[src/rtl/fetch.sv]
// Instruction-fetch stage: owns the fetch PC and tracks in-flight reads through a
// two-slot shadow pipeline so pc/bubble/exc line up with the memory's two-cycle read data.
module fetch #(
  parameter logic [31:0] RESET_PC = 32'h0000_0400
) (
  input  logic        clk,
  input  logic        rst,
  input  logic        halt,
  input  logic        stall,
  input  logic        flush,
  input  logic [31:0] redirect_pc,
  input  logic        tlb_miss,
  output logic [31:0] mem_addr,
  output logic        mem_re,
  output logic [31:0] pc_out,
  output logic        bubble_out,
  output logic [7:0]  exc_out
);

  typedef struct packed {
    logic        valid;
    logic [31:0] pc;
    logic [7:0]  exc;
  } slot_t;

  typedef enum logic {RUN, FAULT} state_t;

  localparam logic [7:0] EXC_MISALIGN = 8'h84;
  localparam logic [7:0] EXC_TLB      = 8'h82;

  state_t      state, state_nxt;
  logic [31:0] pc;
  slot_t       slot1, slot2;
  logic [7:0]  cur_exc;
  logic        advance;

  // Misalignment wins over a TLB miss; the MMU result is meaningless for a bad address.
  always_comb begin
    cur_exc = 8'h00;
    if (pc[1:0] != 2'b00) cur_exc = EXC_MISALIGN;
    else if (tlb_miss)    cur_exc = EXC_TLB;
  end

  assign advance = !halt && !flush && !stall;

  always_ff @(posedge clk or posedge rst) begin
    if (rst) state <= RUN;
    else     state <= state_nxt;
  end

  always_comb begin
    state_nxt = state;
    if (!halt && flush)
      state_nxt = RUN;
    else if (advance && state == RUN && cur_exc != 8'h00)
      state_nxt = FAULT;
  end

  always_comb begin
    mem_addr   = pc;
    mem_re     = (state == RUN) && (pc[1:0] == 2'b00) && !halt && !rst;
    pc_out     = slot2.pc;
    bubble_out = !slot2.valid;
    exc_out    = slot2.exc;
  end

  always_ff @(posedge clk or posedge rst) begin
    if (rst) begin
      pc    <= RESET_PC;
      slot1 <= '0;
      slot2 <= '0;
    end else if (!halt) begin
      if (flush) begin
        pc          <= redirect_pc;
        slot1.valid <= 1'b0;
        slot2.valid <= 1'b0;
      end else if (!stall) begin
        slot2 <= slot1;
        if (state == RUN) begin
          // A faulting fetch is issued as a valid slot so decode raises the exception.
          slot1 <= '{valid: 1'b1, pc: pc, exc: cur_exc};
          if (cur_exc == 8'h00) pc <= pc + 32'd4;
        end else begin
          slot1 <= '{valid: 1'b0, pc: pc, exc: 8'h00};
        end
      end
    end
  end

endmodule

[config.mk]
export PLATFORM = sky130hd
export DESIGN_NAME = fetch
export DESIGN_NICKNAME = d
export VERILOG_FILES = /design/src/rtl/fetch.sv
export SDC_FILE = /design/constraint.sdc
export NUM_CORES = 1
export LEC_CHECK = 0
export ABC_AREA = 1
export ABC_CLOCK_PERIOD_IN_PS = 4800
export CAP_MARGIN = 25
export CORE_UTILIZATION = 40
export CTS_CLUSTER_DIAMETER = 150
export CTS_CLUSTER_SIZE = 16
export DETAILED_ROUTE_END_ITERATION = 12
export PLACE_DENSITY = 0.61
export SLEW_MARGIN = 5
export SYNTH_ARGS = -nofsm -noshare
export SYNTH_HDL_FRONTEND = slang
export SYNTH_SLANG_ARGS = --single-unit
[constraint.sdc]
create_clock -name clk -period 4.8 [get_ports clk]
set_input_delay 0.72 -clock clk [delete_from_list [all_inputs] [get_ports clk]]
set_output_delay 0.72 -clock clk [all_outputs]
set_load 0.01 [all_outputs]
# Yosys cells after proc, flatten, opt, wreduce, memory -nomap -nowiden
# Index checks and enable logic that the tools add are counted.
[word_totals]
output_inout_bits = 74
word_cells = 50
reg_bits = 115
[classes]
reduce_logical = 22
n_bitwise = 4
eq_ne = 2
addsub = 1
muxes = 13
[ops]
columns = ["cell", "count"]
rows = [
  ["two-way mux 32 bit", 4],
  ["two-way mux 41 bit", 3],
  ["adder 32 x 3 -> 32 bit (second input constant)", 1],
  ["two-way mux 8 bit", 2],
  ["logical AND 1 bit", 8],
  ["zero test 8 bit", 1],
  ["nonzero test 8 bit", 1],
  ["nonzero test 2 bit", 3],
  ["zero test 1 bit", 5],
  ["two-way mux 1 bit", 4],
  ["inverter 1 bit", 4],
  ["AND reduction 4 bit", 1],
  ["AND reduction 3 bit", 1],
  ["zero test 2 bit", 1],
  ["!= test 2 x 1 -> 1 bit (second input constant)", 1],
  ["!= test 2 bit (second input constant)", 1],
  ["AND reduction 2 bit", 1],
]

# Longest topological paths before layout
[logic_depth]
word_depth = 7
mapped_depth = 10

# Least setup slack after synthesis
# No wires, ideal clock.
[synth_timing]
path_kind = "input to output"
from = "input halt"
to = "output mem_re"
required_ns = 4.080
path_stages = 1
n_path_buf = 0
arrival_time_ns = 1.153
setup_slack_ns = 2.927
cell_sequence = "nor4_1"
[synth_between]
elab_chain_len = 3
[synth_rtl]
columns = ["item", "line_no", "source"]
rows = [
  ["start, declared", "8", "input logic halt,"],
  ["zero test 1 bit", "-", ""],
  ["logical AND 1 bit (2 in a row)", "61", "mem_re = (state == RUN) && (pc[1:0] == 2'b00) && !halt && !rst;"],
  ["end, declared", "14", "output logic mem_re,"],
]
# Every way passes these cells.

# Worst setup path in the final report
[layout_timing]
from = "input flush"
to = "register pc[9] (netlist: mem_addr[9])"
[layout_between]
elab_chain_len = 2
elab_cells_between_ends = 5
classes_between = "eq/ne (2); mux (1); reduce/logical (2)"
[layout_rtl]
columns = ["item", "line_no", "source"]
rows = [
  ["start, declared", "10", "input logic flush,"],
  ["!= test 2 bit (no source line), or another cell as far along", "-", ""],
  ["AND reduction 4 bit (no source line)", "-", ""],
  ["end signal, assigned", "74", "pc <= redirect_pc;"],
  ["end signal, assigned", "82", "if (cur_exc == 8'h00) pc <= pc + 32'd4;"],
  ["end, declared", "32", "logic [31:0] pc;"],
]
# Parallel ways exist; a longest one is shown, timed or not.
# A chain may end at the register's enable or synchronous reset.

==> flow_metrics.tcl <==
set metrics [dict create \
    period_share 0.649 \
    grt_pass1_wl_um 22100 \
    post_cts_buffers 0 \
    whs_ns 0.469 \
    synth.cell_area_mm2 0.00548 \
    hold_violations 0 \
    post-place-cells 946 \
    p_sw_uw 871 \
    final_cell_count_no_fill 963 \
    clock.fmax_mhz 321 \
    drt_iter0_markers 254 \
    fill_cells 1322 \
    root_buffer "clkbuf_16" \
    io_buffers 106 \
    synthCells 723 \
    grt_start_max_net_pins 104 \
    rows 42 \
    die_area_mm2 0.0142 \
    ys_async_sr_fraction 1.00 \
    grt-ovfl-total 0 \
    power_frac_seq 0.452 \
    p_int_uw 1860 \
    grt_pass1_vias 4360 \
    rsz0062_at_grt "no" \
    synth_edf_count 0 \
    drive_gt1_frac 0.0521 \
    num_antenna_cells 0 \
    power.leakage_uw 0.00316 \
    slew_violations 0 \
    synth_warnings 0 \
    cts_resized 0 \
    clockBufferDepth 2 \
    maxCapViolations 0 \
    hp-class "flop to flop" \
    wire_per_inst_um 13.9 \
    dp_hpwl_um 9680 \
    arrival_ns 3.34 \
    vias 4565 \
    synthTopCellsByArea "dfrtp_1, nand2_1, buf_4, o21ai_0, nor2_1" \
    nets 821 \
    path_class "primary input to flop" \
    insertion_delay_ns 0.34 \
    critical_path.max_fanout 50 \
    synth_top_cell_by_area "dfrtp_1" \
    crit_path_max_incr_delay_ns 1.01 \
    antenna_found_initial 0 \
    period_needed_ns 3.12 \
    cts_made_buffers 9 \
    path_cells "clkdlybuf4s50_1, inv_4, nor2_4, inv_2, nand2_4, inv_2, a21oi_1, a21oi_1" \
    setup_violations 0 \
    grt_usage 0.197 \
    synth_cell_types 32 \
    status "complete, no violations" \
    core_mm2 0.0133 \
    finalSetupTns_ns 0 \
    skew_ns 0.00885 \
    ant_nets 0 \
    crit_slowest_cell "clkdlybuf4s50_1" \
    route.detailed.drc 0 \
    ir_worst_vdd_mv 0.184 \
    gp_congestion 0.880 \
    cp-start-kind "primary input" \
    required_ns 5.03 \
    syn2layout_area_growth_pct 21.5 \
    cts_tree "built" \
    vias_per_cell 4.74 \
    worst_pin_slew_ns 0.905 \
    synthFlopType "dfrtp_1" \
    synth_top_area_share 0.475 \
    initial_core_util 0.412 \
    syn_avg_cell_area_um2 7.57 \
    end_kind "flop" \
    yosys_register_bits 105 \
    cts_hold_buffers 0 \
    fp.dieW_um 119 \
    pwr-share-clk 0.274 \
    p_per_area_mw_per_mm2 410 \
    seq_area_frac_synth 0.480 \
    htreeDepth 3 \
    drt_wl_total_um 13400 \
    pin_count 112 \
    switching_share 0.319 \
    power.total_uw 2730 \
    max_slew_margin 0.397 \
    dr.pass1.iters 5 \
    cts.sinks 105 \
    combPwrFrac 0.274 \
    die_y_um 119 \
    clkTransAtPathRegs_ns 0.07 \
]
stage by stage:
| stage | setup WS (ns) | area, um^2 | utilization |
|---|---|---|---|
| finish | 1.68 | 6650 | 0.500 |
| global route | 1.34 | 6650 | 0.500 |
| CTS | 1.41 | 6620 | 0.498 |
| detailed placement | 1.05 | 6320 | 0.475 |
| global placement | 1.21 | 6320 | 0.475 |
| floorplan | 1.32 | 5490 | - |
metal layers:
| layer | global-route usage | routed length (um) |
|---|---|---|
| met5 | 0 | 0 |
| met4 | 0.0625 | 197 |
| met3 | 0.0292 | 439 |
| met2 | 0.308 | 6170 |
| met1 | 0.281 | 6560 |
worst paths after layout:
check                                        start                 endpoint  slack, ns  depth (start not counted)
max                                          flush  mem_addr[9]$_DFFE_PP0P_       1.68                          8
min                          slot1[18]$_DFFE_PP0P_   pc_out[10]$_DFFE_PP0P_       0.47                          2
min reg2reg                  slot1[18]$_DFFE_PP0P_   pc_out[10]$_DFFE_PP0P_       0.47                          2
max in group asynchronous                      rst    slot1[27]$_DFFE_PP0P_       3.21                          3
max reg2reg                mem_addr[1]$_DFFE_PP0P_  mem_addr[9]$_DFFE_PP0P_       2.93                          8
min in group asynchronous                      rst  mem_addr[1]$_DFFE_PP0P_       0.87                          3
power groups by stage:
stage                     Clock [uW]  Combinational [uW]  Sequential (uW)
after CTS                        763                 754             1240
final                            747                 748             1230
after global placement             0                 737             1250
after detailed placement           0                 751             1250
after global routing             803                 837             1260
after floorplan                    0                 474             1230
synthesized netlist by cell type, types with 2 or more instances:
cell,number
nand2_1,279
nand2_4,2
nor2_4,7
buf_2,12
buf_6,5
dfrtp_1,104
o211ai_1,6
nor2_1,67
inv_2,2
clkbuf_8,2
nand2_2,5
o21ai_1,2
and2_1,4
nand3_1,42
o21ai_0,56
buf_4,42
clkbuf_1,5
a21oi_1,16
inv_1,52
cells by family after synthesis:
kind of cell	after synthesis	synth area share
simple gates	410	0.310
buf+inv	122	0.126
flops	105	0.480
compound gates	84	0.0811
fa+ha+maj	1	0.00228
other cells	1	0.000685
layout by cell type (no fill, tap or decap):
| master | count |
|---|---|
| nor2_4 | 7 |
| buf_4 | 3 |
| o211ai_1 | 6 |
| dfstp_2 | 1 |
| o22ai_1 | 1 |
| a21oi_1 | 16 |
| clkdlybuf4s50_1 | 106 |
| inv_1 | 51 |
| o21ai_0 | 56 |
| inv_6 | 1 |
| inv_2 | 2 |
| clkinv_1 | 1 |
| nand2_1 | 279 |
| clkbuf_8 | 1 |
| buf_16 | 1 |
| ha_1 | 1 |
| nor2_2 | 1 |
| nand2_2 | 5 |
| nand3b_1 | 1 |
| nor2_1 | 67 |
| o21ai_1 | 2 |
| clkinv_2 | 2 |
| inv_4 | 2 |
| dfrtp_1 | 104 |
| nor4_1 | 1 |
| a22oi_1 | 1 |
| clkinv_4 | 1 |
| o32ai_1 | 1 |
| a31oi_1 | 1 |
| bufinv_16 | 1 |
| clkbuf_16 | 9 |
| nand3_1 | 42 |
| nand2_4 | 2 |
| clkinvlp_4 | 1 |
| nand3_2 | 1 |
| conb_1 | 5 |
| and2_1 | 4 |
flip-flops by register name, indices dropped and copies added, names as in the netlist:
name,flops
state,1
slot2,1
slot1,36
pc_out,32
mem_addr,32
exc_out,3
critical path: cells and delay by family:
| kind | cells | cell delay (ns) |
|---|---|---|
| compound gates | 2 | 0.30 |
| buf+inv | 4 | 1.79 |
| simple gates | 2 | 0.52 |
final cells by class:
| class | instances | area (um^2) | share of cell area |
|---|---|---|---|
| clock buffer | 10 | 239 | 0.0359 |
| clock inverter | 6 | 65.1 | 0.00978 |
| inverter | 56 | 215 | 0.0324 |
| multi-input combinational | 500 | 2170 | 0.327 |
| sequential | 105 | 2630 | 0.395 |
| tap | 176 | 220 | 0.0331 |
| timing repair buffer | 110 | 1110 | 0.167 |
Note: power is estimated with default switching activity, not from simulation.
